`config.mk`:
```
export PLATFORM = sky130hd
export DESIGN_NAME = demux_1x2_reg
export DESIGN_NICKNAME = d
export VERILOG_FILES = /design/src/rtl/demux_1x2_reg.sv
export SDC_FILE = /design/constraint.sdc
export NUM_CORES = 1
export LEC_CHECK = 0
export ABC_CLOCK_PERIOD_IN_PS = 2220
export CAP_MARGIN = 10
export CORE_MARGIN = 10
export CORE_UTILIZATION = 31
export DETAILED_ROUTE_END_ITERATION = 10
export PLACE_DENSITY = 0.57
export SLEW_MARGIN = 15
export SYNTH_ARGS = -nofsm -noshare
export SYNTH_HDL_FRONTEND = slang
export SYNTH_SLANG_ARGS = --single-unit
```
`constraint.sdc`:
```
create_clock -name clk -period 2.22 [get_ports clk]
set_input_delay 0.222 -clock clk [delete_from_list [all_inputs] [get_ports clk]]
set_output_delay 0.222 -clock clk [all_outputs]
set_load 0.005 [all_outputs]
```
`src/rtl/demux_1x2_reg.sv`:
```
// Registered 1-to-2 demultiplexer: one holding slot per output port, valid/ready
// on every side, and a wrapping 16-bit delivery counter per port.

module demux_1x2_slot #(
  parameter int WIDTH = 64
) (
  input  logic             clk,
  input  logic             rst_n,
  input  logic             acc_i,
  input  logic [WIDTH-1:0] data_i,
  input  logic             rdy_i,
  output logic             vld_o,
  output logic [WIDTH-1:0] data_o,
  output logic [15:0]      cnt_o,
  output logic             free_o
);
  typedef enum logic {EMPTY = 1'b0, FULL = 1'b1} state_e;

  state_e           state_q, state_d;
  logic [WIDTH-1:0] data_q, data_d;
  logic [15:0]      cnt_q, cnt_d;
  logic             drain;

  assign drain  = (state_q == FULL) & rdy_i;
  // A full slot can take a new word in the same cycle it is drained.
  assign free_o = (state_q == EMPTY) | rdy_i;
  assign vld_o  = (state_q == FULL);
  assign data_o = data_q;
  assign cnt_o  = cnt_q;

  always_ff @(posedge clk) begin
    if (!rst_n) begin
      state_q <= EMPTY;
      data_q  <= '0;
      cnt_q   <= '0;
    end else begin
      state_q <= state_d;
      data_q  <= data_d;
      cnt_q   <= cnt_d;
    end
  end

  always_comb begin
    state_d = state_q;
    data_d  = data_q;
    cnt_d   = cnt_q;
    if (drain) cnt_d = cnt_q + 16'd1;
    case (state_q)
      EMPTY: begin
        if (acc_i) begin
          state_d = FULL;
          data_d  = data_i;
        end
      end
      FULL: begin
        if (acc_i)      data_d  = data_i;
        else if (drain) state_d = EMPTY;
      end
      default: state_d = EMPTY;
    endcase
  end
endmodule

module demux_1x2_reg #(
  parameter int WIDTH = 64
) (
  input  logic             clk,
  input  logic             rst_n,
  input  logic             in_valid,
  output logic             in_ready,
  input  logic             in_ctrl,
  input  logic [WIDTH-1:0] in_data,
  output logic             out1_valid,
  input  logic             out1_ready,
  output logic [WIDTH-1:0] out1_data,
  output logic             out2_valid,
  input  logic             out2_ready,
  output logic [WIDTH-1:0] out2_data,
  output logic [15:0]      cnt1,
  output logic [15:0]      cnt2
);
  logic [1:0]            acc, rdy, vld, free;
  logic [1:0][WIDTH-1:0] data;
  logic [1:0][15:0]      cnt;
  logic                  take;

  assign in_ready = in_ctrl ? free[1] : free[0];
  assign take     = in_valid & in_ready;
  assign acc      = {take & in_ctrl, take & ~in_ctrl};
  assign rdy      = {out2_ready, out1_ready};

  for (genvar k = 0; k < 2; k++) begin : g_slot
    demux_1x2_slot #(.WIDTH(WIDTH)) u_slot (
      .clk    (clk),
      .rst_n  (rst_n),
      .acc_i  (acc[k]),
      .data_i (in_data),
      .rdy_i  (rdy[k]),
      .vld_o  (vld[k]),
      .data_o (data[k]),
      .cnt_o  (cnt[k]),
      .free_o (free[k])
    );
  end

  assign out1_valid = vld[0];
  assign out2_valid = vld[1];
  assign out1_data  = data[0];
  assign out2_data  = data[1];
  assign cnt1       = cnt[0];
  assign cnt2       = cnt[1];
endmodule

```
==> flow_summary.json, run 1 <==
{
  "hold_viol": 0,
  "power_leakage_nw": 3.23,
  "antenna_found_initial": 0,
  "postCtsSetupBuffers": 0,
  "postSynthAreaPerCell_sq_um": 8.00,
  "fin_hold_ws_ns": 0.373,
  "postRouteAntennaNets": 0,
  "via_per_inst": 4.61,
  "critPathKind": "reg -> out",
  "vias": 5498,
  "r2r_setup_slack_ns": 0.47,
  "drc": 0,
  "synth_seq_cells": 162,
  "cts-root-buf": "clkbuf_16",
  "cp-start-kind": "flop",
  "reg2reg_depth": 4,
  "hpwl_mm": 13.8,
  "layout.nets": 1018,
  "required_ns": 2.00,
  "arrival_ns": 1.78,
  "endpoint_kind": "output port",
  "ir_worst_vdd_v": 0.000493,
  "grt_pass1_vias": 5210,
  "rsz0062_at_grt": "false",
  "min_delay_path_depth": 3,
  "cellPowerDensity_mw_per_mm2": 745,
  "die_h_um": 157,
  "place.gp.congestion": 0.758,
  "async_reset_ff_share_pct": 0,
  "grt_pass1_wl_mm": 30.2,
  "cts_tree": "done",
  "area_delta_synth_final_pct": 55.6,
  "cts-htree-levels": 4,
  "clkSinkCount": 162,
  "min_to": "g_slot[0].u_slot.data_o[9]$_SDFFE_PN0P_",
  "worstReg2RegStart": "g_slot[1].u_slot.cnt_o[8]$_SDFFE_PN0N_",
  "slew_violations": 0,
  "syn_inst": 730,
  "holdCritPathClass": "in -> reg",
  "synth_warnings": 0,
  "hp-start": "in_data[9]",
  "final_common_cell": "nand2_1",
  "drt_iter0_markers": 268,
  "worst_pin_slew_ns": 0.357,
  "num_io_pins": 233,
  "cts_hold_buf": 0,
  "synth_edf_count": 0,
  "pre_cts_ws_ns": 0.264,
  "status": "completed",
  "clock_skew_ns": 0.00870,
  "ys_seq_area_share_pct": 55.6,
  "firstDrtPassIters": 4,
  "wl_mm": 19.9,
  "layout_setup_ws_ns": 0.217,
  "timing.final.crit_share_pct": 90.2,
  "r2r_end": "g_slot[1].u_slot.cnt_o[15]$_SDFFE_PN0N_",
  "syn_area_sq_mm": 0.00584,
  "relSlewSlack_pct": 76.2,
  "max_cap_viol_count": 0,
  "wire_per_inst_um": 16.7,
  "gr-total-overflow": 0,
  "dpl_cell_area_sq_mm": 0.00849,
  "finalInstanceArea_sq_mm": 0.00908,
  "grt_max_degree": 75,
  "io_buffers": 232,
  "ys.flop_type": "dfxtp_1",
  "cts_buffers": 17,
  "fp.dieW_um": 157,
  "synth.distinct_cells": 29,
  "grt.total_usage_pct": 15.6,
  "layout-drive-gt1-share_pct": 5.21,
  "yosysTopAreaCell": "dfxtp_1",
  "mostFrequentLayoutCells": "nand2_1, clkdlybuf4s50_1, dfxtp_1",
  "clkTransAtPathRegs_ns": 0.07,
  "antenna_cells": 0,
  "row_count": 50,
  "core_sq_mm": 0.0186,
  "max_freq_mhz": 499,
  "setup_tns_ns": 0,
  "cp_max_fo": 8,
  "finalSetupViolations": 0,
  "post_cts_resized": 0,
  "synth_nets": 802,
  "final_core_util_pct": 48.7,
  "clock_latency_ns": 0.42,
  "synthTopCellsByArea": "dfxtp_1, nand2_1, a21oi_1",
  "start_util_pct": 31.3,
  "synth_top_area_share_pct": 55.6,
  "min_period_ns": 2.00,
  "die_area_sq_mm": 0.0247,
  "cts_buffer_depth": 2
}
layout make-up:
type	count	area, sq um
clock buffers	19	443
inverters	2	10.0
clock inverters	13	149
flip-flops and latches	162	3240
repair buffers	244	2520
fillers	1813	9560
multi-input cells	519	2420
well taps	234	293
worst max-delay path, cell delays in order (launching register included):
cell             delay, ns
dfxtp_1               0.45
nand2b_1              0.16
mux2_2                0.30
clkdlybuf4s50_1       0.45
report_power, final:
group | leakage [nW] | switching [W] | internal (W)
registers | 1.32 | 0.0000575 | 0.00302
clock network | 0.286 | 0.00125 | 0.00171
logic | 1.62 | 0.000335 | 0.000397
layer usage:
layer	up-vias	track usage, %	wire, um
li1	2827	-	-
met1	2510	19.0	8740
met2	143	24.8	9350
met3	18	5.81	1480
met4	0	5.65	311
met5	-	0	0
per-stage QoR:
step                instances  power, W
finish                   1193   0.00676
CTS                      1193   0.00689
global route             1193   0.00706
floorplan                 730   0.00338
detailed placement       1161   0.00389
global placement         1161   0.00388
cell usage after synthesis (all sizes together) (2+ instances only):
master	n
dfxtp	162
and3	5
buf	11
o21ai	5
nand2	272
nand2b	5
nand4	9
and4	4
nor3	2
a21oi	137
nor2	25
ha	2
xor2	14
clkbuf	36
mux2i	2
or3	5
xnor2	7
nor4	3
nand3	15
cells by family (layout without fill, tap and decap cells):
logic type	after synthesis	in the layout	synth area share, %
AOI/OAI and AO/OA	145	145	12.6
xor gates and xnor gates	21	21	3.15
adders and majority gates	2	2	0.429
buffers and inverters	49	278	3.15
DFF	162	162	55.6
muxes	3	3	0.536
and+or+nand+nor	348	348	24.6
registers in the layout (all words and copies together) (netlist names):
signal	count
g_slot.u_slot.cnt_o	32
g_slot.u_slot.data_o	128
g_slot.u_slot.vld_o	2
worst max path at each step:
stage                                                       from                                  endpoint  slack (ns)  cells past startpoint
final                          g_slot[1].u_slot.vld_o$_SDFF_PN0_                                  in_ready        0.22                      3
after global routing           g_slot[1].u_slot.vld_o$_SDFF_PN0_                                  in_ready        0.13                      3
after CTS                      g_slot[1].u_slot.vld_o$_SDFF_PN0_                                  in_ready        0.20                      3
after detailed placement                              out1_ready  g_slot[0].u_slot.data_o[33]$_SDFFE_PN0P_        0.26                      6
after global placement                                out1_ready  g_slot[0].u_slot.data_o[42]$_SDFFE_PN0P_        0.31                      6
after floorplan           g_slot[1].u_slot.cnt_o[5]$_SDFFE_PN0N_   g_slot[1].u_slot.cnt_o[15]$_SDFFE_PN0N_        0.57                      4
Note: power is estimated with default switching activity, not from simulation.
==> run 2: changes to the inputs <==
--- a/config.mk
+++ b/config.mk
@@ -15,3 +15,4 @@
 export SYNTH_ARGS = -nofsm -noshare
 export SYNTH_HDL_FRONTEND = slang
 export SYNTH_SLANG_ARGS = --single-unit
+export TNS_END_PERCENT = 1
==> results of run 2 <==
Final layout, timing and power as in run 1 (identical DEF).
==> run 3: changes to the inputs <==
--- a/config.mk
+++ b/config.mk
@@ -10,6 +10,7 @@
 export CORE_MARGIN = 10
 export CORE_UTILIZATION = 31
 export DETAILED_ROUTE_END_ITERATION = 10
+export GPL_ROUTABILITY_DRIVEN = 0
 export PLACE_DENSITY = 0.57
 export SLEW_MARGIN = 15
 export SYNTH_ARGS = -nofsm -noshare
==> results of run 3 <==
Final layout, timing and power as in run 1 (identical DEF).
